<file path="src/rtl/tdes_key_scheduler.sv">
// Purpose : 3DES (EDE / DED) round-subkey generator, one 48-bit subkey per valid/ready handshake.
// Latency : first subkey 2 cycles after enable is sampled; 48 subkeys + 3 LOAD bubbles, done 51 cycles after enable.
// Backpr. : subkey held stable while subkeyValid && !subkeyReady, stalls unbounded.
//
// Ports:
//   HCLK, HRESET            clock (rising edge), async active-low reset
//   enable, encryptionType  start request (sampled in IDLE only), 1 = encrypt (E-D-E)
//   key1, key2, key3        64-bit DES keys (parity bits at 8,16,..,64 in FIPS numbering)
//   subkeyReady             round datapath accepts current subkey
//   subkey, subkeyValid     current round subkey and its valid
//   roundNum, passNum       round 0..15 within pass, pass 0..2
//   passDecrypt, lastRound  current pass direction, final subkey marker
//   busy, done, keyError    run in progress, end-of-run pulse, parity failure pulse
// Optional feature macro: TDES_KEY_PARITY_CHECK_EN (odd-parity key check at acceptance).
module tdes_key_scheduler #(
  parameter int KEYING_OPTION = 1
) (
  input  logic        HCLK,
  input  logic        HRESET,
  input  logic        enable,
  input  logic        encryptionType,
  input  logic [63:0] key1,
  input  logic [63:0] key2,
  input  logic [63:0] key3,
  input  logic        subkeyReady,
  output logic [47:0] subkey,
  output logic        subkeyValid,
  output logic [3:0]  roundNum,
  output logic [1:0]  passNum,
  output logic        passDecrypt,
  output logic        lastRound,
  output logic        busy,
  output logic        done,
  output logic        keyError
);

  typedef enum logic [1:0] {IDLE, LOAD, ROUND, DONE} state_t;

  // FIPS 46-3 tables, bit 1 = MSB of the source vector.
  localparam int PC1_TBL [56] = '{
    57, 49, 41, 33, 25, 17,  9,
     1, 58, 50, 42, 34, 26, 18,
    10,  2, 59, 51, 43, 35, 27,
    19, 11,  3, 60, 52, 44, 36,
    63, 55, 47, 39, 31, 23, 15,
     7, 62, 54, 46, 38, 30, 22,
    14,  6, 61, 53, 45, 37, 29,
    21, 13,  5, 28, 20, 12,  4
  };

  localparam int PC2_TBL [48] = '{
    14, 17, 11, 24,  1,  5,
     3, 28, 15,  6, 21, 10,
    23, 19, 12,  4, 26,  8,
    16,  7, 27, 20, 13,  2,
    41, 52, 31, 37, 47, 55,
    30, 40, 51, 45, 33, 48,
    44, 49, 39, 56, 34, 53,
    46, 42, 50, 36, 29, 32
  };

  function automatic logic [55:0] pc1(input logic [63:0] k);
    logic [55:0] o;
    o = '0;
    for (int i = 0; i < 56; i++) o[6'(55 - i)] = k[6'(64 - PC1_TBL[i])];
    return o;
  endfunction

  function automatic logic [47:0] pc2(input logic [27:0] c, input logic [27:0] d);
    logic [55:0] cd;
    logic [47:0] o;
    cd = {c, d};
    o  = '0;
    for (int i = 0; i < 48; i++) o[6'(47 - i)] = cd[6'(56 - PC2_TBL[i])];
    return o;
  endfunction

  // Encrypt shift of round idx is 1 for rounds 0,1,8,15 and 2 otherwise.
  function automatic logic shift_is_two(input logic [3:0] idx);
    return !((idx == 4'd0) || (idx == 4'd1) || (idx == 4'd8) || (idx == 4'd15));
  endfunction

  function automatic logic [27:0] rotl(input logic [27:0] x, input logic two);
    return two ? {x[25:0], x[27:26]} : {x[26:0], x[27]};
  endfunction

  function automatic logic [27:0] rotr(input logic [27:0] x, input logic two);
    return two ? {x[1:0], x[27:2]} : {x[0], x[27:1]};
  endfunction

  state_t      state;
  logic [63:0] k1_q, k2_q, k3_q;
  logic        enc_q;
  logic [27:0] c_q, d_q;
  logic [63:0] pass_key;
  logic        pass_dec;
  logic [55:0] pc1_key;
  logic        keys_ok;

  // Encrypt: K1 enc, K2 dec, K3 enc.  Decrypt: K3 dec, K2 enc, K1 dec.
  always_comb begin
    pass_key = k2_q;
    if (passNum == 2'd0)      pass_key = enc_q ? k1_q : k3_q;
    else if (passNum == 2'd2) pass_key = enc_q ? k3_q : k1_q;
  end

  assign pass_dec = enc_q ? (passNum == 2'd1) : (passNum != 2'd1);
  assign pc1_key  = pc1(pass_key);

`ifdef TDES_KEY_PARITY_CHECK_EN
  function automatic logic odd_parity_ok(input logic [63:0] k);
    logic ok;
    ok = 1'b1;
    for (int b = 0; b < 8; b++) ok = ok & (^k[8*b +: 8]);
    return ok;
  endfunction

  logic key_err_q;

  // key3 is not used in two-key mode, so its parity is irrelevant there.
  assign keys_ok = odd_parity_ok(key1) & odd_parity_ok(key2) &
                   ((KEYING_OPTION == 2) | odd_parity_ok(key3));

  always_ff @(posedge HCLK or negedge HRESET) begin
    if (!HRESET) key_err_q <= 1'b0;
    else         key_err_q <= (state == IDLE) && enable && !keys_ok;
  end

  assign keyError = key_err_q;
`else
  assign keys_ok  = 1'b1;
  assign keyError = 1'b0;
`endif

  always_ff @(posedge HCLK or negedge HRESET) begin
    if (!HRESET) begin
      state    <= IDLE;
      k1_q     <= '0;
      k2_q     <= '0;
      k3_q     <= '0;
      enc_q    <= 1'b0;
      c_q      <= '0;
      d_q      <= '0;
      roundNum <= '0;
      passNum  <= '0;
      busy     <= 1'b0;
      done     <= 1'b0;
    end else begin
      done <= 1'b0;
      case (state)
        IDLE: begin
          if (enable && keys_ok) begin
            k1_q     <= key1;
            k2_q     <= key2;
            k3_q     <= (KEYING_OPTION == 2) ? key1 : key3;
            enc_q    <= encryptionType;
            busy     <= 1'b1;
            passNum  <= '0;
            roundNum <= '0;
            state    <= LOAD;
          end
        end
        LOAD: begin
          // Decrypt starts from C16 == C0, so no rotation on load.
          c_q      <= pass_dec ? pc1_key[55:28] : rotl(pc1_key[55:28], 1'b0);
          d_q      <= pass_dec ? pc1_key[27:0]  : rotl(pc1_key[27:0],  1'b0);
          roundNum <= '0;
          state    <= ROUND;
        end
        ROUND: begin
          if (subkeyReady) begin
            if (roundNum == 4'd15) begin
              roundNum <= '0;
              if (passNum == 2'd2) begin
                passNum <= '0;
                done    <= 1'b1;
                state   <= DONE;
              end else begin
                passNum <= passNum + 2'd1;
                state   <= LOAD;
              end
            end else begin
              roundNum <= roundNum + 4'd1;
              // Decrypt walks the encrypt schedule backwards: undo shift of round 15-r.
              if (pass_dec) begin
                c_q <= rotr(c_q, shift_is_two(4'd15 - roundNum));
                d_q <= rotr(d_q, shift_is_two(4'd15 - roundNum));
              end else begin
                c_q <= rotl(c_q, shift_is_two(roundNum + 4'd1));
                d_q <= rotl(d_q, shift_is_two(roundNum + 4'd1));
              end
            end
          end
        end
        DONE: begin
          busy  <= 1'b0;
          state <= IDLE;
        end
        default: state <= IDLE;
      endcase
    end
  end

  assign subkeyValid = (state == ROUND);
  assign subkey      = subkeyValid ? pc2(c_q, d_q) : '0;
  assign passDecrypt = ((state == LOAD) || (state == ROUND)) && pass_dec;
  assign lastRound   = subkeyValid && (passNum == 2'd2) && (roundNum == 4'd15);

endmodule

</file>
<file path="config.mk">
export PLATFORM = sky130hd
export DESIGN_NAME = tdes_key_scheduler
export DESIGN_NICKNAME = d
export VERILOG_FILES = /design/src/rtl/tdes_key_scheduler.sv
export SDC_FILE = /design/constraint.sdc
export NUM_CORES = 1
export LEC_CHECK = 0
export CORE_MARGIN = 1
export CORE_UTILIZATION = 45
export DETAILED_ROUTE_END_ITERATION = 7
export GPL_TIMING_DRIVEN = 0
export PLACE_DENSITY_LB_ADDON = 0.1
export SKIP_LAST_GASP = 1
export SYNTH_ARGS = -nofsm -noshare
export SYNTH_HDL_FRONTEND = slang
export SYNTH_SLANG_ARGS = --single-unit
</file>
<file path="constraint.sdc">
create_clock -name HCLK -period 4.65 [get_ports HCLK]
set_input_delay 0.93 -clock HCLK [delete_from_list [all_inputs] [get_ports HCLK]]
set_output_delay 0.93 -clock HCLK [all_outputs]
set_load 0.01 [all_outputs]
</file>
==> results.json, run 1 <==
{
  "fmax_mhz": 262,
  "slew_headroom": 0.390,
  "globalRouteOverflowTotal": 0,
  "root_buffer": "clkbuf_16",
  "synth-main-ff-cell": "dfrtp_1",
  "clkTransAtPathRegs_ns": 0.06,
  "slew_viol_final": 0,
  "synth_area_sq_um": 7210,
  "ys_warn_count": 0,
  "synth_cells": 721,
  "rr_startpoint": "state[0]",
  "ys_seq_elements": 115,
  "grt_max_degree": 77,
  "grt_pass1_vias": 5908,
  "drt_iter0_drc": 424,
  "hold_ws_ns": 0.414,
  "gp_congestion": 0.887,
  "dpl_worst_slack_ns": 1.23,
  "drc_errors": 0,
  "num_rows": 45,
  "io_buffer_count": 89,
  "hpwl_um": 14600,
  "pwr-share-comb": 0.543,
  "max-vdd-ir-drop_v": 0.000326,
  "cp_max_fo": 10,
  "r2r_setup_slack_ns": 1.87,
  "post-cts-setup-buffers": 0,
  "ctsHoldBuffers": 0,
  "clock_sinks": 115,
  "crit_path_cell_trace": "inv_1, ha_1, clkbuf_1, clkbuf_1, and2_1, clkdlybuf4s50_1",
  "via_per_inst": 5.70,
  "antenna_found_initial": 1,
  "cts_resized": 0,
  "power.leakage_nw": 3.95,
  "synthArstFlopShare": 1.00,
  "critPathBufInv": 4,
  "cts_tree": "done",
  "finalHoldViolations": 0,
  "fin_nets": 1059,
  "grt_pass1_wl_um": 32300,
  "critPathTopFamily": "buffers and inverters",
  "startpoint_type": "flip-flop",
  "switching_share": 0.436,
  "die_area_sq_um": 16500,
  "p_int_w": 0.00382,
  "numCtsBuffers": 17,
  "die_h_um": 129,
  "instances_no_fill": 1076,
  "cp_data_arrival_time_ns": 2.89,
  "grtUsageTotal": 0.254,
  "die_w_um": 129,
  "dp.cells": 1044,
  "ff2ff_path_depth": 8,
  "synth_edf_count": 0,
  "htree_num_levels": 4,
  "wl_per_cell_um": 18.7,
  "setup_viol": 0,
  "syn_avg_cell_area_sq_um": 10.0,
  "finalCritPeriodShare": 0.822,
  "pwr-share-seq": 0.267,
  "skew_ns": 0.0104,
  "min_path_type": "in -> async",
  "ys_seq_area_frac": 0.399,
  "dr_total_vias": 6130,
  "final_cell_mix": "115 x dfrtp_1, 98 x mux2i_1, 93 x nand2_1, 88 x clkdlybuf4s50_1, 62 x mux2_2",
  "rsz0062_at_grt": "false",
  "r2r-end": "c_q[22]",
  "wirelength_um": 20100,
  "slowest_delay_ns": 0.55,
  "start_util": 0.467,
  "area_delta_synth_final_pct": 25.6,
  "power.density_cell_area_nw_per_um2": 748,
  "clkLatencyLatePin_ns": 0.42,
  "core_area_sq_um": 15400,
  "diodes": 0,
  "layout_setup_ws_ns": 0.828,
  "final_common_cell": "dfrtp_1",
  "slowest_stage": "clkdlybuf4s50_1",
  "status": "finished, final reports clean",
  "path_class": "reg -> out",
  "drive_above_1_share": 0.176,
  "cp.required_ns": 3.72,
  "fin_crit_ns": 3.82,
  "antenna_left": 0,
  "ys_types": 48,
  "switchingPower_w": 0.00295,
  "path_common_cell": "clkbuf_1",
  "cts_buffer_depth": 2,
  "cp-end-kind": "primary output",
  "drt_first_pass_iters": 5,
  "drv_cap": 0,
  "p_clk_frac": 0.190,
  "path_depth": 6,
  "io_pins": 257,
  "worst_pin_slew_ns": 0.911
}
how the worst max path moves through the flow:
stage	start	endpoint	slack, ns
5_1_grt	state[0]	subkey[31]	0.61
4_1_cts	state[0]	subkey[17]	0.77
6_report	state[0]	subkey[17]	0.83
2_1_floorplan	state[0]	subkey[12]	2.27
3_3_place_gp	HRESET	k3_q[26]	-1.94
3_5_place_dp	state[0]	subkey[31]	1.23
routing by layer:
| metal | routed length, um | vias up | GRT usage | share of wire |
|---|---|---|---|---|
| li1 | - | 2839 | - | - |
| met1 | 9270 | 2975 | 0.350 | 0.46 |
| met2 | 8930 | 279 | 0.399 | 0.44 |
| met3 | 1420 | 35 | 0.0516 | 0.071 |
| met4 | 448 | 2 | 0.0872 | 0.022 |
| met5 | 11 | - | 0 | 0.00055 |
cell families after synthesis:
kind of cell,count (synthesis),share of synthesized area
muxes,160,0.233
AOI/OAI and AO/OA,154,0.153
other,1,0.000520
and+or+nand+nor,193,0.122
adders and majority gates,10,0.0174
xor gates and xnor gates,4,0.00694
DFF,115,0.399
buffers and inverters,84,0.0675
through the flow:
step / cell area (sq um) / utilization / TNS (ns) / power (W)
after floorplan: 7290 / - / 0 / 0.00431
after CTS: 9050 / 0.587 / 0 / 0.00675
final: 9050 / 0.587 / 0 / 0.00677
after global routing: 9050 / 0.587 / 0 / 0.00718
after detailed placement: 8470 / 0.549 / 0 / 0.00545
after global placement: 8450 / 0.547 / -222.12 / 0.00536
registers in the layout, indices dropped and copies added (netlist names), 2 cells and up:
name and count:
c_q 28, d_q 28, state 2, roundNum 4
k2_q 16, k1_q 16, passNum 2, k3_q 16
Yosys cell counts (all sizes together) (4+ instances only):
cell type,count,share of area
mux2,62,0.097
a221o,6,0.0083
and3,7,0.0061
buf,52,0.051
dfrtp,115,0.40
a211o,7,0.0085
nand3,8,0.0056
nor2,37,0.019
a32o,4,0.0056
nand2b,7,0.0064
inv,7,0.0036
a22o,5,0.0061
and2,29,0.025
a21oi,38,0.026
nand2,93,0.048
mux2i,98,0.14
nor2b,5,0.0043
a22oi,10,0.010
o221ai,39,0.047
clkbuf,25,0.013
ha,10,0.017
o21ai,21,0.015
power groups by stage:
stage               Clock (W)  Sequential [W]  Combinational [W]
floorplan                   0         0.00166            0.00265
global placement            0         0.00179            0.00358
detailed placement          0         0.00181            0.00364
CTS                   0.00129         0.00179            0.00366
global route          0.00134         0.00186            0.00398
finish                0.00129         0.00181            0.00368
cell type report:
cell class	count	area [sq um]
buffer	77	460
clock buffer	19	443
clock inverter	13	136
fill	1336	6370
inverter	7	26.3
multi-input combinational	544	3930
sequential	115	2880
tap	211	264
timing repair buffer	90	920
Note: power is estimated with default switching activity, not from simulation.
==> run 2, diff against run 1 <==
==> constraint.sdc (replaced) <==
create_clock -name HCLK -period 3.9 [get_ports HCLK]
set_input_delay 0.78 -clock HCLK [delete_from_list [all_inputs] [get_ports HCLK]]
set_output_delay 0.78 -clock HCLK [all_outputs]
set_load 0.01 [all_outputs]
==> results of run 2 <==
The final DEF is identical to that of run 1. Status: finished, final reports clean.
Among the figures that moved: setup slack after placement 1.23 ns -> 0.629 ns; setup slack after layout 0.828 ns -> 0.228 ns; hold slack 0.414 ns -> 0.264 ns; register-to-register setup slack 1.87 ns -> 1.12 ns; total power 0.00677 W -> 0.00807 W; worst IR drop on VDD 0.000326 V -> 0.000389 V
